[config.mk]
export PLATFORM = sky130hd
export DESIGN_NAME = throw_hit_detect
export DESIGN_NICKNAME = d
export VERILOG_FILES = /design/src/rtl/throw_hit_detect.sv
export SDC_FILE = /design/constraint.sdc
export NUM_CORES = 1
export LEC_CHECK = 0
export CAP_MARGIN = 20
export CORE_ASPECT_RATIO = 1.5
export CORE_MARGIN = 2
export CORE_UTILIZATION = 54
export CTS_CLUSTER_DIAMETER = 150
export DETAILED_ROUTE_END_ITERATION = 12
export PLACE_DENSITY = 0.81
export SETUP_SLACK_MARGIN = 0.05
export SLEW_MARGIN = 5
export SYNTH_ARGS = -nofsm -noshare
export SYNTH_HDL_FRONTEND = slang
export SYNTH_SLANG_ARGS = --single-unit
[constraint.sdc]
create_clock -name clk -period 3.9 [get_ports clk]
set_input_delay 1.17 -clock clk [delete_from_list [all_inputs] [get_ports clk]]
set_output_delay 1.17 -clock clk [all_outputs]
set_load 0.005 [all_outputs]
[src/rtl/throw_hit_detect.sv]
// Throw hit detector: follows a projectile trajectory (distance/height from
// the throw origin), converts it to screen coordinates and decides whether
// the throw hit the target box, landed short, left the screen or stalled.
// The outcome is offered on a valid/ready result port and accepted hits are
// tallied in a saturating score counter.
module throw_hit_detect #(
    parameter int ORIGIN_X = 64,
    parameter int GROUND_Y = 700,
    parameter int TARGET_W = 32,
    parameter int TARGET_H = 48,
    parameter int X_LIMIT  = 1023,
    parameter int TIMEOUT  = 4095
) (
    input  logic        clk,
    input  logic        rst,
    input  logic        start,
    input  logic [11:0] x_pos,
    input  logic [11:0] y_pos,
    input  logic [11:0] target_x,
    input  logic        clear_score,
    input  logic        res_ready,
    output logic        res_valid,
    output logic        res_hit,
    output logic [11:0] scr_x,
    output logic [11:0] scr_y,
    output logic        busy,
    output logic [7:0]  hit_count
);

    localparam int TW = $clog2(TIMEOUT + 1);

    typedef enum logic [1:0] {
        IDLE   = 2'd0,
        ARMED  = 2'd1,
        FLIGHT = 2'd2,
        RESULT = 2'd3
    } state_t;

    // Position pipeline and screen-coordinate registers
    logic [11:0] px_q, py_q;
    logic [11:0] px_prev_q, py_prev_q;
    logic [11:0] scr_x_q, scr_x_d;
    logic [11:0] scr_y_q, scr_y_d;

    // Control state
    state_t      state_q, state_d;
    logic [TW-1:0] tmo_q, tmo_d;
    logic        res_hit_q, res_hit_d;
    logic [7:0]  hit_count_q, hit_count_d;

    // Derived evaluation terms (all based on the registered px/py)
    logic [12:0] sum_x;
    logic [11:0] sx_sat;
    logic [12:0] tgt_lo;
    logic [12:0] tgt_hi;
    logic        in_box;
    logic        at_zero;
    logic        pos_same;
    logic        off_screen;
    logic        timed_out;
    logic [TW-1:0] tmo_step;

    // Screen mapping and hit/miss condition decode
    always_comb begin
        sum_x      = 13'(ORIGIN_X) + {1'b0, px_q};
        sx_sat     = sum_x[12] ? 12'hFFF : sum_x[11:0];
        scr_x_d    = sx_sat;
        scr_y_d    = (py_q <= 12'(GROUND_Y)) ? (12'(GROUND_Y) - py_q) : 12'd0;
        // Target bounds kept at 13 bits so a box near the right edge never wraps
        tgt_lo     = {1'b0, target_x};
        tgt_hi     = tgt_lo + 13'(TARGET_W - 1);
        in_box     = ({1'b0, sx_sat} >= tgt_lo) && ({1'b0, sx_sat} <= tgt_hi)
                     && (py_q < 12'(TARGET_H));
        at_zero    = (px_q == 12'd0) && (py_q == 12'd0);
        pos_same   = (px_q == px_prev_q) && (py_q == py_prev_q);
        off_screen = sum_x > 13'(X_LIMIT);
        // Stall counter only advances while the position is frozen
        tmo_step   = pos_same ? (tmo_q + TW'(1)) : '0;
        timed_out  = pos_same && (tmo_q == TW'(TIMEOUT - 1));
    end

    // Input stage and registered screen coordinates
    always_ff @(posedge clk) begin
        if (rst) begin
            px_q      <= '0;
            py_q      <= '0;
            px_prev_q <= '0;
            py_prev_q <= '0;
            scr_x_q   <= 12'(ORIGIN_X);
            scr_y_q   <= 12'(GROUND_Y);
        end else begin
            px_q      <= x_pos;
            py_q      <= y_pos;
            px_prev_q <= px_q;
            py_prev_q <= py_q;
            scr_x_q   <= scr_x_d;
            scr_y_q   <= scr_y_d;
        end
    end

    // Next-state, result and score logic
    always_comb begin
        state_d     = state_q;
        tmo_d       = tmo_q;
        res_hit_d   = res_hit_q;
        hit_count_d = hit_count_q;
        case (state_q)
            IDLE: begin
                // Position is ignored here; the trajectory stage may still be idle
                if (start) begin
                    state_d = ARMED;
                    tmo_d   = '0;
                end
            end
            ARMED: begin
                tmo_d = tmo_step;
                if (!at_zero) begin
                    state_d = FLIGHT;
                end else if (timed_out) begin
                    state_d   = RESULT;
                    res_hit_d = 1'b0;
                end
            end
            FLIGHT: begin
                tmo_d = tmo_step;
                // A hit wins over any simultaneous miss condition
                if (in_box) begin
                    state_d   = RESULT;
                    res_hit_d = 1'b1;
                end else if (at_zero || off_screen || timed_out) begin
                    state_d   = RESULT;
                    res_hit_d = 1'b0;
                end
            end
            RESULT: begin
                if (res_ready) begin
                    state_d = IDLE;
                    if (res_hit_q && (hit_count_q != 8'hFF)) begin
                        hit_count_d = hit_count_q + 8'd1;
                    end
                end
            end
            default: begin
                state_d = IDLE;
            end
        endcase
        if (clear_score) begin
            hit_count_d = 8'd0;
        end
    end

    // Control state registers
    always_ff @(posedge clk) begin
        if (rst) begin
            state_q     <= IDLE;
            tmo_q       <= '0;
            res_hit_q   <= 1'b0;
            hit_count_q <= 8'd0;
        end else begin
            state_q     <= state_d;
            tmo_q       <= tmo_d;
            res_hit_q   <= res_hit_d;
            hit_count_q <= hit_count_d;
        end
    end

    assign res_valid = (state_q == RESULT);
    assign res_hit   = res_hit_q;
    assign busy      = (state_q != IDLE);
    assign scr_x     = scr_x_q;
    assign scr_y     = scr_y_q;
    assign hit_count = hit_count_q;

endmodule

# Word-level counts from Yosys, hierarchy flattened
# Index checks and enable logic that the tools add are counted.
# word_totals
inputBits,41
ramBits,0
rom_bits,0
memories,0
reg_bits,95
output_inout_bits,35
latch_bits,0
# op_classes
muxes,17
multipliers,0
reduce_logical,21
eq_ne,13
magnitude_cmp,5
addsub,5
n_div,0
bitwise,1
shifts,0
# op_table
op,n
$mux 12,3
$eq 12x12->1,2
$logic_not 12->1,2
$pmux 12 s2,1
$add 12x5->13 const B,1
$add 7x12->13 const A,1
$gt 13x10->1 const B,1
$le 12x13->1,1
$add 12x1->12 const B,1
$eq 12x12->1 const B,1
$ge 12x12->1,1
$le 12x10->1 const B,1
$lt 12x6->1 const B,1
$mux 2,6
$sub 10x12->12 const A,1
$mux 10,1
$add 8x1->8 const B,1
$ne 2x2->1 const B,4
$ne 8x8->1 const B,1
$pmux 2 s4,1
$reduce_and 4->1,2
$logic_and 1x1->1,6
$ne 3x3->1 const B,2
$reduce_bool 2->1,3
10 further kinds,17

# Longest topological paths before layout
# depth
depth_word,7
depth_mapped,14

# Worst setup path after synthesis
# No wires, ideal clock.
# synth_timing
path_type,input to register
from,in target_x[0]
to,reg state_q[0]
cell_stages,13
t_arrival_ps,3409
path_slack_ps,399
path_cell_list,inv_1 -> ha_1 -> nand2_1 -> nand3_1 -> xnor2_1 -> ha_1 -> nand4_1 -> nor3_1 -> o31a_1 -> o21ai_1 -> a2111oi_2 -> a21oi_1 -> o32ai_1
# synth_between
elab_chain_len,6
word_cells_on_any_way,9
# synth_lines
element,line_no,source
start: declaration,19,"input logic [11:0] target_x,"
$add 12x5->13,71,tgt_hi = tgt_lo + 13'(TARGET_W - 1);
$le 12x13->1,72,"in_box = ({1'b0, sx_sat} >= tgt_lo) && ({1'b0, sx_sat} <= tgt_hi)"
$logic_and 1x1->1 *,72,
$logic_and 1x1->1 *,73,&& (py_q < 12'(TARGET_H));
$ne 3x3->1 (no line) / $mux 2 (equally long branches),--,
$reduce_and 4->1 (no line) / $pmux 2 s4 (equally long branches),--,
end signal: assignment,160,state_q <= state_d;
end: declaration,46,"state_t state_q, state_d;"
# Every way passes the cells marked *; elsewhere a longest branch is shown, timed or not.
# A chain may end at the register's enable or synchronous reset.

# Final worst setup path
# layout_timing
from,in target_x[5]
to,reg state_q[1]
# Same word-level chain as after synthesis.

==> metrics <==
Port Buffer Count=75; Post-Syn Area=4690 um2; Root Buffer=clkbuf_16; DR vias=3765; crit path capture type=flip-flop; register area=1900 um2; Setup TNS=0 ns; Critical Path AT=3.93 ns; Crit Path Category=input port to flip-flop; commonest cells in the synthesized netlist=95 x dfxtp_1, 54 x nor2b_1, 43 x nor2_1; clock sinks=95; fin cells=702; Worst R2R Start=px_q[6]; final hold violations=0; Netlist cell types=55; Leakage=2.44 nW; startpoint types=input port; EDFF count, synth=0; Final Setup Violations=0; Avg Vias per Cell=5.36; FF+latch count, synth=95; Seq/Total Area, Yosys=40.5%; Reg clk slew, reported paths=0.07 ns; RSZ-0062 raised after global routing=false; number of H-tree levels=3; yosys warns=0; crit path from=target_x[5]; TritonCTS Buffers=9; final wirelength=10200 um; ratio of cells with drive above 1 in the final layout=9.92%; Max Slew Vio Count=0; Rel. slew slack=37.1%; max_cap viols=0; clk_lat worst skew=0.34 ns; Max IR drop VDD=0.000336 V; antenna viol nets, final=0; core footprint=8410 um2; ys flop type=dfxtp_1; die width=80.1 um; count leader, synth=dfxtp_1; worst hold-check path type=flip-flop to flip-flop; Detail Placement HPWL=7490 um; DR DRC count=0; Async SR Flop Fraction=0%; cell count after synthesis=505; Inst Count DP=685; full die area=9470 um2; reg2reg setup slack=0.53 ns; ANT cells=0; outcome=finished clean; Synth area leaders=dfxtp_1 41%, ha_1 9.6%, xnor2_1 7.7%; worst path required time=4.13 ns; minimum clock period after layout=3.71 ns; grt total ovfl=0; Die Ht=118 um; num ports=76; crit path max fanout=4; CTS Buffer Depth=2; DR iter-0 viols=141; vias in the first global route=3621; initial antenna violation count=0; worst clock skew=0.00956 ns; Initial DRT Pass Iterations=4; Final #Nets=667; Avg WL per Cell=14.5 um; fillers=637; gr usage total=21.6%; first-pass GRT wire length=16400 um; Routability Congestion=0.944; post-synth top area share=40.5%; Avg Synthesized Cell Area=9.29 um2; Max Clock Freq=0.270 GHz; cts hold-fix bufs=0; Synth-to-Final Area Change=28.3%; cell taking the most area after synthesis=dfxtp_1; Worst-Margin Slew=0.943 ns; Synth Net Count=582; largest net degree at the start of global routing=55; PwrDens=414 nW/um2; row count=41; multi-input logic area=2700 um2; CTS tree=done; Core Util, Final=71.6%; Initial Utilization=55.8%; reg2reg path depth=12; crit share post-route=95.0%; critical path endpoint=state_q[1]; Worst R2R End=state_q[1]
[flip-flops by register name (all words and copies together) (netlist names)]
register	count
py_q	12
hit_count	8
scr_x	12
tmo_q	12
px_q	12
scr_y	12
px_prev_q	12
py_prev_q	12
res_hit	1
state_q	2
[metal layers]
layer	vias to the layer above	track usage (%)	routed length (um)
met5	-	0	0
met4	0	9.64	296
met3	29	4.20	369
met2	99	37.6	5300
met1	1750	25.0	4190
li1	1887	-	-
[what timing repair did]
| item | CTS | global route |
|---|---|---|
| buffers inserted | 0 | 1 |
| setup endpoints to repair | 1 | 3 |
| pin swaps | 1 | 13 |
| endpoints found under the hold margin | 0 | 0 |
| gates resized for setup | 1 | 22 |
[stage by stage]
step,hold WS [ns],worst slack (ns),total power (W),instance area [um2]
3_5_place_dp,0.492,-0.384,0.00158,5600
6_report,0.497,0.195,0.00250,6020
5_1_grt,0.520,0.0461,0.00261,6020
4_1_cts,0.502,0.106,0.00248,5920
2_1_floorplan,0.458,0.399,0.00140,4690
3_3_place_gp,0.472,-0.213,0.00156,5600
[area by class of cell]
type	count	share of cell area, %
clock inverters	7	1.45
clock buffers	9	3.74
well taps	107	2.22
inverters	26	1.62
flip-flops and latches	95	31.6
repair buffers	91	14.5
multi-input cells	367	44.8
[how the worst min path moves through the flow]
stage,slack (ns),endpoint,start,cells past startpoint
floorplan,0.46,tmo_q[11],tmo_q[11],2
global placement,0.47,tmo_q[11],tmo_q[11],2
detailed placement,0.49,py_prev_q[11],py_q[11],1
CTS,0.50,py_prev_q[11],py_q[11],1
global route,0.52,py_prev_q[11],py_q[11],1
finish,0.50,tmo_q[11],tmo_q[11],2
[report_power, final]
part	leakage (nW)	internal (W)	switching, W
combinational	1.50	0.000246	0.000267
sequential	0.781	0.00102	0.0000522
clock	0.154	0.000512	0.000397
[kinds of logic (layout without fill, tap and decap cells)]
kind of cell / count (synthesis) / after routing / synth area share (%)
adder cells (fa/ha/maj): 36 / 36 / 9.60
other: 1 / 1 / 0.0799
buffers and inverters: 43 / 133 / 4.00
flip-flops: 95 / 95 / 40.5
XOR/XNOR: 56 / 56 / 11.3
multiplexers: 3 / 3 / 0.640
AND/OR/NAND/NOR: 206 / 206 / 24.7
AO/OA/AOI/OAI: 65 / 65 / 9.14
[critical path: stages]
cell             delay, ns
clkdlybuf4s50_1       0.48
and4_1                0.22
and3_4                0.19
nand2_2               0.05
xnor2_1               0.12
ha_1                  0.31
nand4_1               0.13
buf_4                 0.13
nor4_1                0.04
a31oi_1               0.18
o21ai_2               0.12
a2111oi_4             0.48
a21oi_1               0.15
mux2i_1               0.14
[placed cells by master, fill, tap and decap left out, drive strengths merged, types with 3 or more instances in the layout]
cell	instances
dfxtp	95
clkdlybuf4s50	70
nor2b	54
xnor2	45
nor2	44
ha	36
inv	29
nand2	24
a21oi	20
nand4	19
buf	17
nand3	16
o21ai	13
nand2b	12
xor2	11
clkbuf	9
and3	7
nor4	7
o21bai	6
or3	6
a21o	5
nor3	5
dlymetal6s2s	4
mux2i	3
a31oi	3
and4	3
clkinv	3
Power figures use the tool's default switching activity.
==> edit: new RTL, config.mk and constraints unchanged <==
The parameter `GROUND_Y` goes from 700 to 350.
--- a/src/rtl/throw_hit_detect.sv
+++ b/src/rtl/throw_hit_detect.sv
@@ -5,7 +5,7 @@
 // tallied in a saturating score counter.
 module throw_hit_detect #(
     parameter int ORIGIN_X = 64,
-    parameter int GROUND_Y = 700,
+    parameter int GROUND_Y = 350,
     parameter int TARGET_W = 32,
     parameter int TARGET_H = 48,
     parameter int X_LIMIT  = 1023,
Formal check against the unedited RTL: not equivalent (a bounded check fails within 4 cycles, from zero or initial values and one cycle with rst high).
==> edit against the original RTL <==
- total power is 5.7% lower
- sequential cell count stayed put
- sequential share of layout area is 0.97 points higher
- wire length is 1.1% lower
- highest routed layer unchanged
- cell area is 3.0% lower
- setup slack worse by 0.015 ns
- final cell count is 0.85% higher
- synthesized area is 1.7% lower
==> edit: results (changes against the original RTL) <==
Hold Crit Endpoint=tmo_q[11]$_SDFFE_PP0P_ (unchanged); Main synth FF type=dfxtp_1 (unchanged); syn_nets=589 (was 582); Comb group=0.466 mW (was 0.513 mW); met2 WL post-DR=5.43 mm (was 5.30 mm); Reg clk slew, reported paths=0.06 ns; status=finished clean (unchanged); clk_skew=0.00690 ns (was 0.00956 ns); met3 wire length=393 um (was 369 um); M2 GR Usage=42.6% (was 37.6%); H-tree depth=3 (unchanged); Max Buffers Root-to-Sink=2 (unchanged); reg-to-reg setup timing slack=0.47 ns (was 0.53 ns); Worst Path Arrival=3.99 ns (was 3.93 ns); post-placement cell area=5550 um^2 (was 5600 um^2); crit path to=res_hit$_SDFFE_PP0P_ (was state_q[1]$_SDFFE_PP0P_); WHS=0.483 ns (was 0.497 ns); Reg-to-Reg End=state_q[0]$_SDFFE_PP0P_ (was state_q[1]$_SDFFE_PP0P_); leak pwr=2.43 nW (was 2.44 nW); largest net degree at the start of global routing=42 (was 55); crit path from=target_x[0] (was target_x[5]); met3 Use GR=4.98% (was 4.20%); Post-DP HPWL=7.54 mm (was 7.49 mm); Synth Area in Adders=10.3% (was 9.60%); hold_sp=tmo_q[11]$_SDFFE_PP0P_ (unchanged); Hold Crit Class=register to register (unchanged); DR WL/cell=14.2 um (was 14.5 um); sequential share of the synthesized area=41.2% (was 40.5%); Setup WS pre-CTS=-0.225 ns (was -0.384 ns); CP delay by family, top=simple AND/OR/NAND/NOR gates (was compound AO/OA/AOI/OAI gates); CTS Buf Count=9 (unchanged); worst-margin pin slew=0.772 ns (was 0.943 ns); drt first-iter violations=123 (was 141); Top Metal Used=met4 (unchanged); slowest stage cell, crit path=clkdlybuf4s50_1 (unchanged); via/cell ratio=5.34 (was 5.36); first-pass GRT wire length=16.8 mm (was 16.4 mm); Net count, final=675 (was 667); post-cts resize count=0 (was 1); Synth Area in Compound Gates=9.55% (was 9.14%); M1 GR Usage=25.1% (was 25.0%); XOR/XNOR share of the synthesized area=10.4% (was 11.3%); maximum vdd drop=0.304 mV (was 0.336 mV); count of different cell masters after synthesis=44 (was 55); synth cell count leaders=dfxtp_1, nor2b_1, nor2_1, ha_1, xor2_1 (was dfxtp_1, nor2b_1, nor2_1, xnor2_1, ha_1); vias in the first global route=3762 (was 3621); GRT Overall Usage=23.2% (was 21.6%); sw frac=27.9% (was 28.7%); WL met1=4.01 mm (was 4.19 mm); layout cells sized above 1=6.82% (was 9.92%); Seq group=between 1 and 1.5 mW; Root Buffer=clkbuf_16 (unchanged); top cells by area, synth=dfxtp_1, ha_1, nor2b_1, xor2_1, xnor2_1 (was dfxtp_1, ha_1, xnor2_1, nor2b_1, nor2_1); initial antenna violation count=0 (unchanged); mux contribution to synthesized area=0.434% (was 0.640%); R2R cell count=11 (was 12); Hold Path Stages=1 (was 2); RePlAce Congestion=0.871 (was 0.944); fin worst setup slack=0.180 ns (was 0.195 ns)
-- edit: changes by cell type after synthesis, sizes merged, moves of 3 or more --
cell / delta
buf: -4
nand2: +5
xnor2: -25
clkbuf: +3
a311oi: +4
nor3: +7
nand4: -6
xor2: +24
o21ai: -5
a31oi: +3
a21oi: +3
-- edit: layout make-up --
class | instances | area [um^2]
Sequential cell | 95 | 1900
Inverter | 25 | 93.8
Clock buffer | 11 | 243
Multi-Input combinational cell | 374 | 2560
Tap cell | 107 | 134
Timing Repair Buffer | 91 | 866
Fill cell | 652 | 2520
Clock inverter | 5 | 40.0
-- edit: stage by stage --
| step | power [mW] | cells | TNS [ns] |
|---|---|---|---|
| 3_5_place_dp | 1.55 | 692 | -0.412 |
| 3_3_place_gp | 1.53 | 692 | -0.0468 |
| 2_1_floorplan | 1.36 | 510 | 0 |
| 5_1_grt | 2.47 | 708 | 0 |
| 4_1_cts | 2.37 | 708 | 0 |
| 6_report | 2.35 | 708 | 0 |
